`config.mk`:
```
export PLATFORM = sky130hd
export DESIGN_NAME = shift_feeder
export DESIGN_NICKNAME = d
export VERILOG_FILES = /design/src/rtl/shift_feeder.sv
export SDC_FILE = /design/constraint.sdc
export NUM_CORES = 1
export LEC_CHECK = 0
export CAP_MARGIN = 40
export CORE_MARGIN = 2
export CORE_UTILIZATION = 45
export CTS_BUF_LIST = sky130_fd_sc_hd__clkbuf_4 sky130_fd_sc_hd__clkbuf_8
export DETAILED_ROUTE_END_ITERATION = 12
export GPL_ROUTABILITY_DRIVEN = 1
export PLACE_DENSITY = 0.7
export SYNTH_ARGS = -nofsm -noshare
export SYNTH_HDL_FRONTEND = slang
export SYNTH_SLANG_ARGS = --single-unit
```
`constraint.sdc`:
```
create_clock -name clk -period 3.9 [get_ports clk]
set_clock_uncertainty 0.2 [all_clocks]
set_input_delay 0.78 -clock clk [delete_from_list [all_inputs] [get_ports clk]]
set_output_delay 0.78 -clock clk [all_outputs]
set_load 0.01 [all_outputs]
```
`src/rtl/shift_feeder.sv`:
```
// Parallel-to-serial feeder for the downstream shift-register stage.
// Ports: clk/rst, in_valid/in_ready/in_data/in_dir handshake, ser_dout/ser_sel serial drive, busy, word_done.
module shift_feeder #(
  parameter int WIDTH = 4,
  parameter int CNT_W = 3
) (
  input  logic             clk,
  input  logic             rst,
  input  logic             in_valid,
  output logic             in_ready,
  input  logic [WIDTH-1:0] in_data,
  input  logic             in_dir,
  output logic             ser_dout,
  output logic [1:0]       ser_sel,
  output logic             busy,
  output logic             word_done
);

  typedef enum logic [1:0] {
    IDLE  = 2'd0,
    SHIFT = 2'd1,
    DONE  = 2'd2
  } state_t;

  localparam logic [1:0] SEL_CLR   = 2'b00;
  localparam logic [1:0] SEL_LEFT  = 2'b01;
  localparam logic [1:0] SEL_RIGHT = 2'b10;

  state_t           state;
  logic [WIDTH-1:0] shadow;
  logic             dir;
  logic [CNT_W-1:0] cnt;
  logic             accept;

  assign accept = in_valid && in_ready;

  always_ff @(posedge clk) begin
    if (rst) begin
      state     <= IDLE;
      shadow    <= '0;
      dir       <= 1'b0;
      cnt       <= '0;
      ser_dout  <= 1'b0;
      ser_sel   <= SEL_CLR;
      busy      <= 1'b0;
      word_done <= 1'b0;
      in_ready  <= 1'b1;
    end else begin
      word_done <= 1'b0;
      unique case (state)
        IDLE, DONE: begin
          if (accept) begin
            // First bit goes out immediately; shadow keeps the rest.
            state    <= SHIFT;
            dir      <= in_dir;
            cnt      <= CNT_W'(WIDTH - 1);
            busy     <= 1'b1;
            in_ready <= 1'b0;
            if (in_dir) begin
              ser_dout <= in_data[0];
              shadow   <= in_data >> 1;
              ser_sel  <= SEL_RIGHT;
            end else begin
              ser_dout <= in_data[WIDTH-1];
              shadow   <= in_data << 1;
              ser_sel  <= SEL_LEFT;
            end
          end else begin
            state    <= IDLE;
            ser_dout <= 1'b0;
            ser_sel  <= SEL_CLR;
            busy     <= 1'b0;
            in_ready <= 1'b1;
          end
        end
        SHIFT: begin
          if (cnt == '0) begin
            state     <= DONE;
            word_done <= 1'b1;
            busy      <= 1'b0;
            ser_sel   <= SEL_CLR;
            ser_dout  <= 1'b0;
            in_ready  <= 1'b1;
          end else begin
            cnt <= cnt - CNT_W'(1);
            if (dir) begin
              ser_dout <= shadow[0];
              shadow   <= shadow >> 1;
            end else begin
              ser_dout <= shadow[WIDTH-1];
              shadow   <= shadow << 1;
            end
          end
        end
        default: begin
          state    <= IDLE;
          cnt      <= '0;
          ser_dout <= 1'b0;
          ser_sel  <= SEL_CLR;
          busy     <= 1'b0;
          in_ready <= 1'b1;
        end
      endcase
    end
  end

endmodule

```
==> results of run 1 <==
-- power by group through the flow --
stage                     registers [uW]  logic [uW]  clock network (uW)
after global routing                 196         109                 120
after CTS                            194        99.1                 113
after detailed placement             197        98.4                   0
final                                194        98.4                 108
after global placement               197        97.2                   0
after floorplan                      195        72.2                   0
-- metrics by stage --
step	instances	utilization, %
2_1_floorplan	82	-
3_3_place_gp	107	57.1
3_5_place_dp	107	57.1
4_1_cts	111	59.4
5_1_grt	111	59.4
6_report	111	59.4
-- per-layer routing --
layer / up-vias / share of wire, %
met5: - / 0
met4: 0 / 0.89
met3: 2 / 3.7
met2: 8 / 42
met1: 276 / 54
li1: 315 / -
-- sequential cells by signal (all words and copies together), names as in the netlist --
| signal | cells |
|---|---|
| ser_dout | 1 |
| shadow | 4 |
| dir | 1 |
| ser_sel | 2 |
| busy | 1 |
| cnt | 3 |
| word_done | 1 |
| state | 2 |
| in_ready | 1 |
-- area by class of cell --
class / instances / share of cell area, %
Sequential cell: 16 / 34.6
Multi-Input combinational cell: 59 / 44.1
Timing Repair Buffer: 13 / 14.1
Inverter: 3 / 1.22
Tap cell: 16 / 2.16
Clock buffer: 4 / 3.92
-- worst paths after layout --
path / cells past startpoint / slack (ns) / start / endpoint
max: 1 / 1.68 / in_ready / in_ready
min: 2 / 0.27 / ser_sel[1] / ser_sel[1]
max reg2reg: 6 / 2.16 / cnt[0] / shadow[2]
min reg2reg: 2 / 0.27 / ser_sel[1] / ser_sel[1]
-- synth_stat cells --
library cell   n  area, um^2
dfxtp_1       16         320
mux2i_1       10         100
nor2_1        10        37.5
nand2_1        7        26.3
a21oi_1        4        20.0
a22oi_1        3        22.5
inv_1          3        11.3
nor3_1         3        15.0
a211oi_1       2        15.0
a31oi_1        2        12.5
buf_2          2        10.0
buf_6          2        22.5
ha_1           2        25.0
nor2b_1        2        12.5
a21o_2         1        8.76
and2_1         1        6.26
and3_1         1        6.26
nand2b_1       1        6.26
nand2b_4       1        13.8
nand3b_1       1        7.51
nor2_4         1        11.3
nor3b_1        1        7.51
o211ai_1       1        7.51
o21ai_0        1        5.00
o21ai_4        1        16.3
o21bai_1       1        7.51
o32ai_1        1        8.76
xnor2_1        1        8.76
-- tightest hold or removal path, cell delays in order, from the launching register on --
cell and delay, ns:
dfxtp_1 0.32, nand2_1 0.05, a21oi_1 0.05
-- cells by family (layout without fill, tap and decap cells) --
logic type	after synthesis	in the layout	share of synthesized area [%]
simple gates	29	29	19.5
buf+inv	7	20	5.67
compound gates	17	17	16.0
fa+ha+maj	2	2	3.24
xor+xnor	1	1	1.13
flops	16	16	41.5
mux	10	10	13.0
==> results.toml, run 1 <==
[critical_path]
critPathBufInv = 1
critPathKind = "reg2out"
cp_slowest_cell = "clkdlybuf4s50_1"
cp.required_ns = 2.92
cp-start-kind = "flop"
path_delay_family = "buffers and inverters"
worstPathCellList = "clkdlybuf4s50_1"
cp-end-kind = "output pin"
crit_fanout = 5
crit_arrival_ns = 1.24
slowest_delay_ns = 0.56

[placement]
placed_cell_area_um2 = 890
post-dp-hpwl_um = 1070
dpl_worst_slack_ns = 1.59
gp_congestion = 0.792
portBuffers = 13

[global_routing]
use_met3_pct = 7.54
grtUsageMet1_pct = 23.6
grt_pass1_wl_um = 2510
antenna_found_initial = 0
grtUsageTotal_pct = 17.1
grt_overflow = 0
top_usage_layer = "met2"
grt_pass1_vias = 564
use_met2_pct = 24.8
grt_max_degree = 16

[power_and_ir_drop]
clkPwrFrac_pct = 27.0
irDropWorstVdd_mv = 0.289
p_int_uw = 283
power.density_nw_per_um2 = 432
p_sw_uw = 117
power_frac_seq_pct = 48.4
pwr-share-comb_pct = 24.6
total_power_uw = 400
swShare_pct = 29.2
p_leak_uw = 0.000366

[cells_and_area]
mostFrequentLayoutCell = "dfxtp_1"
num_antenna_cells = 0
multiInputGateArea_um2 = 408
seq_area_um2 = 320
drive_gt1_share_pct = 8.42
area_delta_synth_final_pct = 19.9
fillers = 137
nets = 106
fin_area_um2 = 926
final_cell_mix = "dfxtp_1, clkdlybuf4s50_1, nor2_1, mux2i_1, nand2_1"

[clock_network]
numCtsBuffers = 3
clkSlewWorstSetupHoldPaths_ns = 0.09
clock_sinks = 16
post-cts-setup-buffer-count = 0
clock_latency_ns = 0.28
max-clock-path-buffers = 2
cts_hold_buf = 0
cts_tree = "done"
cts_root_buf = "clkbuf_4"
cts_resized = 0
htreeDepth = 1

[sta]
rsz0062_at_grt = "no"
fin_setup_tns_ns = 0
period_needed_ns = 2.22
tightest_slew_ns = 0.545
drv_slew = 0
slew-limit-headroom_pct = 63.6
fin_crit_sh_pct = 57.0
setup_ws_ns = 1.68
setup_viol = 0
hold_violations = 0
fmax_ghz = 0.450
hold_slack_ns = 0.268

[drt]
dr.pass1.iters = 3
wire_per_inst_um = 13.2
drt_first_iter_violations = 2
ant_nets = 0
drt-total-wl_um = 1460
vias = 601
vias_per_cell = 5.41
drc = 0

[die]
die_h_um = 45.4
rows = 14
num_io_pins = 14
initial_utilization_pct = 49.5
core_um2 = 1560
die-area_um2 = 2060
die_w_um = 45.4

[yosys]
ys_seq_area_share_pct = 41.5
synthDistinctLibCells = 28
ys_seq_elements = 16
postSynthCellCount = 82
synth_area_um2 = 772
ys.warnings.count = 0
syn_avg_cell_area_um2 = 9.41
syn_nets = 92

[outcome]
status = "completed"

[flow_run]
drv_cap = 0

[worst_hold_path]
min_path_type = "reg2reg"
Power figures use the tool's default switching activity.
==> inputs of run 2 (changes only) <==
Clock period 3.9 ns to 2.1 ns, I/O delays scaled along.
==> results.toml, run 2 (synthesis gave the netlist of run 1 again) <==
[cells_and_area]
drive_gt1_share_pct = 8.42
num_antenna_cells = 0
final_cell_mix = "dfxtp_1, clkdlybuf4s50_1, nor2_1, mux2i_1, nand2_1"
mostFrequentLayoutCell = "dfxtp_1"
largest_register_ffs = 4
largest-register = "shadow"
top_regs = "shadow (4), cnt (3)"
area_delta_synth_final_pct = 19.1
nets = 107

[drt]
drc = 0
drt-total-wl_um = 1460
ant_nets = 0
vias_per_cell = 5.50
vias = 611
wire_per_inst_um = 13.1
dr.pass1.iters = 4
drt_first_iter_violations = 10

[clock_network]
htreeDepth = 1
post-cts-setup-buffer-count = 0
cts_tree = "done"
cts_root_buf = "clkbuf_4"
max-clock-path-buffers = 2
clkSlewWorstSetupHoldPaths_ns = 0.08
clock_latency_ns = 0.28
clock_sinks = 16
cts_resized = 0
cts_hold_buf = 0
numCtsBuffers = 3

[sta]
drv_slew = 0
tightest_slew_ns = 0.426
hold_violations = 0
period_needed_ns = 1.86
fin_setup_tns_ns = 0
fmax_ghz = 0.538
setup_ws_ns = 0.241
slew-limit-headroom_pct = 71.6
fin_crit_sh_pct = 88.5
setup_viol = 0
rsz0062_at_grt = "no"

[outcome]
status = "completed"

[worst_hold_path]
min_path_type = "reg2reg"

[placement]
gp_congestion = 0.810
dpl_worst_slack_ns = 0.186
portBuffers = 13
post-dp-hpwl_um = 1090

[power_and_ir_drop]
p_sw_uw = 210
power_frac_seq_pct = 51.5
clkPwrFrac_pct = 22.2
power.density_nw_per_um2 = 759
swShare_pct = 30.1
total_power_uw = 698
irDropWorstVdd_mv = 0.502
p_int_uw = 488
pwr-share-comb_pct = 26.3
p_leak_uw = 0.000364

[critical_path]
ff2ff_setup_slack_ns = 0.37
cp_slowest_cell = "clkdlybuf4s50_1"
crit_fanout = 5
cp-start-kind = "flop"
worstPathCellList = "clkdlybuf4s50_1"
slowest_delay_ns = 0.56
path_delay_family = "buffers and inverters"
cp-end-kind = "output pin"
crit_arrival_ns = 1.24
cp.required_ns = 1.48
critPathBufInv = 1
critPathKind = "reg2out"

[global_routing]
grt_pass1_vias = 581
grt_max_degree = 15
antenna_found_initial = 0
grt_overflow = 0
grtUsageTotal_pct = 17.4
grt_pass1_wl_um = 2540

[die]
core_um2 = 1560
die-area_um2 = 2060
die_h_um = 45.4
num_io_pins = 14
die_w_um = 45.4
initial_utilization_pct = 49.5
rows = 14

[flow_run]
drv_cap = 0
run 2: cell count changes in the layout (fill, tap and decap cells not counted):
cell,change
clkbuf_8,-1
buf_4,+1
run 2: path summary, 6_finish.rpt:
kind              startpoint    endpoint  depth (start not counted)
hold reg to reg   ser_sel[1]  ser_sel[1]                          2
setup / recovery    in_ready    in_ready                          1
hold / removal    ser_sel[1]  ser_sel[1]                          2
setup reg to reg      cnt[0]   shadow[2]                          6
run 2: metal layers:
metal / vias up / track usage, % / share of wire, %
li1: 314 / - / -
met1: 284 / 23.3 / 51
met2: 11 / 25.4 / 43
met3: 2 / 6.35 / 4.7
met4: 0 / 7.06 / 1.2
met5: - / 0 / 0
run 2: metrics by stage:
stage          cell area, um^2  hold WS [ns]  util (%)  cells
5_1_grt                    920         0.290      59.0    111
3_3_place_gp               897         0.255      57.5    108
2_1_floorplan              772         0.274         -     82
6_report                   920         0.279      59.0    111
4_1_cts                    920         0.278      59.0    111
3_5_place_dp               897         0.262      57.5    108
run 2: layout make-up:
| cell class | count | area, um^2 |
|---|---|---|
| Timing Repair Buffer | 14 | 138 |
| Clock buffer | 3 | 22.5 |
| Tap cell | 16 | 20.0 |
| Sequential cell | 16 | 320 |
| Fill cell | 126 | 639 |
| Inverter | 3 | 11.3 |
| Multi-Input combinational cell | 59 | 408 |
run 2: power by group through the flow:
stage	clock network, uW	logic [uW]	registers (uW)
2_1_floorplan	0	134	362
3_3_place_gp	0	182	367
3_5_place_dp	0	182	366
4_1_cts	163	183	359
5_1_grt	178	203	364
6_report	155	183	360
